## config.mk

```make
export PLATFORM = sky130hd
export DESIGN_NAME = mdu_ctrl_flat
export DESIGN_NICKNAME = d
export VERILOG_FILES = /design/src/rtl/mdu_ctrl_if.sv /design/src/rtl/mdu_ctrl.sv /design/src/flat_wrapper.sv
export SDC_FILE = /design/constraint.sdc
export NUM_CORES = 1
export LEC_CHECK = 0
export CAP_MARGIN = 5
export CORE_MARGIN = 8
export CORE_UTILIZATION = 35
export CTS_CLUSTER_SIZE = 28
export DETAILED_ROUTE_END_ITERATION = 8
export PLACE_DENSITY = 0.68
export SYNTH_ARGS = -nofsm -noshare
export SYNTH_HDL_FRONTEND = slang
export SYNTH_SLANG_ARGS = --single-unit
```

## constraint.sdc

```tcl
create_clock -name clk -period 2.8 [get_ports clk]
set_input_delay 0.42 -clock clk [delete_from_list [all_inputs] [get_ports clk]]
set_output_delay 0.42 -clock clk [all_outputs]
set_load 0.005 [all_outputs]
```

## src/rtl/mdu_ctrl_if.sv

```systemverilog
// HI/LO op handshake between the E-stage issue logic (master) and the MDU controller (slave).
// An op transfers on a cycle where op_valid && op_ready && !flush and op_code != 7;
// the master holds op_valid/op_code/op_d2_zero stable until that cycle.
interface mdu_ctrl_if;
    logic       op_valid;
    logic [2:0] op_code;
    logic       op_d2_zero;
    logic       flush;
    logic       d_uses_hilo;
    logic       op_ready;
    logic       mdu_start;
    logic [2:0] mdu_mod;
    logic       stall_d;
    logic       busy;
    logic       done;
    logic       div_zero;

    modport master (
        output op_valid, op_code, op_d2_zero, flush, d_uses_hilo,
        input  op_ready, mdu_start, mdu_mod, stall_d, busy, done, div_zero
    );

    modport slave (
        input  op_valid, op_code, op_d2_zero, flush, d_uses_hilo,
        output op_ready, mdu_start, mdu_mod, stall_d, busy, done, div_zero
    );
endinterface

```

## src/rtl/mdu_ctrl.sv

```systemverilog
// MDU sequencing controller: accepts HI/LO-writing ops, times mul/div latency,
// raises busy/done, stalls F/D on HI/LO hazards and keeps a sticky divide-by-zero flag.
module mdu_ctrl (
    input  logic            clk,
    input  logic            rst,
    mdu_ctrl_if.slave       bus,
    output logic [1:0]      dbg_state,
    output logic [3:0]      dbg_cnt
);

    typedef enum logic [1:0] {
        IDLE = 2'd0,
        RUN  = 2'd1,
        DONE = 2'd2
    } state_t;

    localparam logic [2:0] OP_MULT  = 3'd0;
    localparam logic [2:0] OP_MULTU = 3'd1;
    localparam logic [2:0] OP_DIV   = 3'd2;
    localparam logic [2:0] OP_DIVU  = 3'd3;
    localparam logic [2:0] OP_MADD  = 3'd6;
    localparam logic [2:0] OP_RSVD  = 3'd7;

    state_t     state_q, state_d;
    logic [3:0] cnt_q, cnt_d;
    logic       div_zero_q, div_zero_d;

    logic       op_ready;
    logic       accept;
    logic       is_mul;
    logic       is_div;
    logic       mdu_start;
    logic [2:0] mdu_mod;
    logic       stall_d;

    always_ff @(posedge clk) begin
        if (rst) begin
            state_q    <= IDLE;
            cnt_q      <= 4'd0;
            div_zero_q <= 1'b0;
        end else begin
            state_q    <= state_d;
            cnt_q      <= cnt_d;
            div_zero_q <= div_zero_d;
        end
    end

    always_comb begin
        state_d    = state_q;
        cnt_d      = cnt_q;
        div_zero_d = div_zero_q;

        is_mul   = (bus.op_code == OP_MULT) || (bus.op_code == OP_MULTU) ||
                   (bus.op_code == OP_MADD);
        is_div   = (bus.op_code == OP_DIV) || (bus.op_code == OP_DIVU);
        op_ready = (state_q != RUN);
        // Reset beats a same-cycle accept so the aborted op never starts the MDU.
        accept   = bus.op_valid && op_ready && !bus.flush &&
                   (bus.op_code != OP_RSVD) && !rst;

        mdu_start = accept;
        mdu_mod   = accept ? bus.op_code : 3'd0;
        stall_d   = bus.d_uses_hilo && ((state_q == RUN) || (accept && (is_mul || is_div)));

        // The load value counts the accept cycle, so RUN ends when cnt reaches 2
        // and done lands exactly 5 (mul) or 10 (div) cycles after accept.
        unique case (state_q)
            RUN: begin
                if (cnt_q <= 4'd2) begin
                    state_d = DONE;
                    cnt_d   = 4'd0;
                end else begin
                    cnt_d   = cnt_q - 4'd1;
                end
            end
            DONE:    state_d = IDLE;
            default: state_d = IDLE;
        endcase

        if (accept) begin
            if (is_mul) begin
                state_d = RUN;
                cnt_d   = 4'd5;
            end else if (is_div) begin
                state_d = RUN;
                cnt_d   = 4'd10;
                if (bus.op_d2_zero) div_zero_d = 1'b1;
            end else begin
                state_d = IDLE;
                cnt_d   = 4'd0;
            end
        end
    end

    assign bus.op_ready  = op_ready;
    assign bus.mdu_start = mdu_start;
    assign bus.mdu_mod   = mdu_mod;
    assign bus.stall_d   = stall_d;
    assign bus.busy      = (state_q == RUN);
    assign bus.done      = (state_q == DONE);
    assign bus.div_zero  = div_zero_q;

    assign dbg_state = state_q;
    assign dbg_cnt   = cnt_q;

endmodule

```

## src/flat_wrapper.sv

```systemverilog
// flat-port wrapper written by rule: the top's interface ports become plain ports
module mdu_ctrl_flat 
  (clk, rst, dbg_state, dbg_cnt, bus_op_valid, bus_op_code, bus_op_d2_zero, bus_flush, bus_d_uses_hilo, bus_op_ready, bus_mdu_start, bus_mdu_mod, bus_stall_d, bus_busy, bus_done, bus_div_zero);
  mdu_ctrl_if bus_i ();
  input  logic clk;
  input  logic rst;
  output logic [1:0] dbg_state;
  output logic [3:0] dbg_cnt;
  input wire logic [$bits(bus_i.op_valid)-1:0] bus_op_valid;
  input wire logic [$bits(bus_i.op_code)-1:0] bus_op_code;
  input wire logic [$bits(bus_i.op_d2_zero)-1:0] bus_op_d2_zero;
  input wire logic [$bits(bus_i.flush)-1:0] bus_flush;
  input wire logic [$bits(bus_i.d_uses_hilo)-1:0] bus_d_uses_hilo;
  output wire logic [$bits(bus_i.op_ready)-1:0] bus_op_ready;
  output wire logic [$bits(bus_i.mdu_start)-1:0] bus_mdu_start;
  output wire logic [$bits(bus_i.mdu_mod)-1:0] bus_mdu_mod;
  output wire logic [$bits(bus_i.stall_d)-1:0] bus_stall_d;
  output wire logic [$bits(bus_i.busy)-1:0] bus_busy;
  output wire logic [$bits(bus_i.done)-1:0] bus_done;
  output wire logic [$bits(bus_i.div_zero)-1:0] bus_div_zero;
  assign bus_i.op_valid = bus_op_valid;
  assign bus_i.op_code = bus_op_code;
  assign bus_i.op_d2_zero = bus_op_d2_zero;
  assign bus_i.flush = bus_flush;
  assign bus_i.d_uses_hilo = bus_d_uses_hilo;
  assign bus_op_ready = bus_i.op_ready;
  assign bus_mdu_start = bus_i.mdu_start;
  assign bus_mdu_mod = bus_i.mdu_mod;
  assign bus_stall_d = bus_i.stall_d;
  assign bus_busy = bus_i.busy;
  assign bus_done = bus_i.done;
  assign bus_div_zero = bus_i.div_zero;
  mdu_ctrl u_core (.clk(clk), .rst(rst), .bus(bus_i), .dbg_state(dbg_state), .dbg_cnt(dbg_cnt));
endmodule
```

==> impl_metrics.ini <==
[cts]
cts_tree = done
postCtsHoldBufs = 0
cts_buffer_depth = 2
cts_setup_buffers = 0
htree_levels = 1
cts_sinks = 7
clock_insertion_delay_worst_skew_ns = 0.25
numCtsBuffers = 3
cts.repair.resized = 0
clkTransAtPathRegs_ns = 0.05
root_buffer = clkbuf_4

[die]
core_area_um2 = 1270
die-area_um2 = 2760
io-pin-count = 24
die_w_um = 52.6
fp.dieH_um = 52.6
std_cell_rows = 13
start_util = 0.369

[layout]
fin_nets = 94
antenna_cells = 0
final_layout_size_suffix_gt1_frac = 0.159
layout_common_cells = clkdlybuf4s50_1 (23), dfxtp_1 (7), a21oi_1 (4), nand2_1 (4), buf_4 (4)
instances_no_fill = 97
synthToLayoutAreaGrowth_pct = 61.8
final_common_cell = clkdlybuf4s50_1

[timing]
setup_viol = 0
clock_skew_ns = 0.000403
finalHoldViolCount = 0
period_needed_ns = 2.73
worst_slack_ns = 0.0747
worstMarginPinSlew_ns = 0.558
rsz0062_at_grt = no
maxSlewViolCount = 0
setup_tns_ns = 0
slew-limit-headroom = 0.626
max_freq_mhz = 367
fin_crit_sh = 0.973

[grt]
grt_max_degree = 10
antenna_found_initial = 0
grt.total_usage = 0.0981
grt-ovfl-total = 0
grt_pass1_vias = 501
grt_pass1_wl_mm = 2.03

[power_and_ir_drop]
ir_drop_uv = 301
total_power_w = 0.000265
powerDensity_nw_per_um2 = 350
p_leak_nw = 0.272

[placement]
hpwlAfterDp_mm = 1.04
placedCellCount = 93
dp_worst_setup_slack_ns = 0.0659
gp_congestion = 0.799
place.port_buffers = 23

[setup_path]
crit_top_cell = clkdlybuf4s50_1
worstPathCellList = clkdlybuf4s50_1 -> or3b_4 -> a311oi_4 -> and2_2 -> clkdlybuf4s50_1
criticalPathCategory = in2out
cp.arrival_ns = 2.31
crit_fanout = 6
cp-end-kind = output port
start_kind = primary input
slowest_stage = clkdlybuf4s50_1
slowest_delay_ns = 0.51
cp.required_ns = 2.38

[detailed_routing]
antenna_left = 0
avgRoutedWirePerCell_um = 12.9
via_per_inst = 5.07
dr.pass1.iters = 4
vias = 492
drt-initial-drc-count = 5
wirelength_mm = 1.25
drc = 0

[synth]
netlist_area_um2 = 468
avgSynthCellArea_um2 = 8.83
synth.net_count = 64
synth_top_cell_area_share = 0.299
synth_cells = 53
ys_seq_area_frac = 0.299
yosysTopAreaCell = dfxtp_1
synth_area_leaders = dfxtp_1 (30%), a311oi_4 (5.6%), ha_1 (5.3%)
synth.distinct_cells = 29
ys_ff_latch = 7
ys_warn_count = 0

[flow_run]
maxCapViolCount = 0

[run_status]
status = complete, no violations

[min_path]
worstHoldPathType = reg2reg
## power breakdown
part / internal [W] / switching, W / total (W) / leakage, nW
combinational: 0.0000393 / 0.0000277 / 0.0000670 / 0.200
clock: 0.0000543 / 0.0000366 / 0.0000909 / 0.0150
sequential: 0.000104 / 0.00000372 / 0.000107 / 0.0568
total: 0.000197 / 0.0000680 / 0.000265 / 0.272
## synthesized netlist by cell type
cell	n
xnor2_1	1
nor2b_1	2
ha_1	2
nor3b_1	2
nand2b_1	2
inv_1	3
a211oi_1	2
o41ai_1	1
nand3_1	1
o21a_1	2
nor3_1	1
mux2i_1	1
nand3b_1	1
a21oi_1	4
o32a_1	1
buf_6	1
dfxtp_1	7
a311oi_4	1
nor2_1	2
or2_1	1
and2_2	3
inv_4	1
a31oi_1	2
or4b_1	1
nand2_1	4
o21ai_0	1
buf_2	1
or3b_4	1
o31ai_1	1
## sequential cells by signal, indices dropped and copies added (netlist names)
signal / count
u_core.bus.div_zero: 1
u_core.dbg_cnt: 4
u_core.dbg_state: 2
## per-stage QoR
stage / instance area, um^2 / hold slack, ns / util
6_report: 757 / 0.485 / 0.597
5_1_grt: 757 / 0.558 / 0.597
4_1_cts: 757 / 0.488 / 0.597
3_5_place_dp: 731 / 0.461 / 0.576
3_3_place_gp: 731 / 0.463 / 0.576
2_1_floorplan: 468 / 0.461 / -
## cells by family (layout without fill, tap and decap cells)
group	after synthesis	count (layout)	share of synthesized area
muxes	1	1	0.0214
DFF	7	7	0.299
adders and majority gates	2	2	0.0535
and+or+nand+nor	21	21	0.278
buffers and inverters	6	35	0.0722
AOI/OAI and AO/OA	15	15	0.257
xor gates and xnor gates	1	1	0.0187
## worst max-delay path, delay by kind of cell
| kind | cells | cell delay (ns) |
|---|---|---|
| buffers and inverters | 2 | 0.98 |
| AO/OA/AOI/OAI | 1 | 0.30 |
| AND/OR/NAND/NOR | 2 | 0.60 |
## final timing paths
| check | from | end | cells after the start | slack, ns |
|---|---|---|---|---|
| max | bus_op_valid | bus_mdu_mod[2] | 5 | 0.07 |
| max reg2reg | u_core.dbg_cnt[0] | u_core.dbg_cnt[2] | 6 | 1.18 |
| min reg2reg | u_core.bus.div_zero | u_core.bus.div_zero | 2 | 0.48 |
| min | u_core.bus.div_zero | u_core.bus.div_zero | 2 | 0.48 |
## final cells by class
cell class              instances  area (um^2)
clock buffers                   4         26.3
fillers                       126          512
repair buffers                 27          260
flip-flops and latches          7          140
multi-input cells              40          294
inverters                       4         17.5
well taps                      15         18.8
## routing by layer
| metal | GRT usage | share of wire |
|---|---|---|
| met5 | 0 | 0 |
| met3 | 0.0625 | 0.078 |
| met4 | 0.0129 | 0 |
| met1 | 0.0896 | 0.40 |
| met2 | 0.182 | 0.52 |
Note: power is estimated with default switching activity, not from simulation.
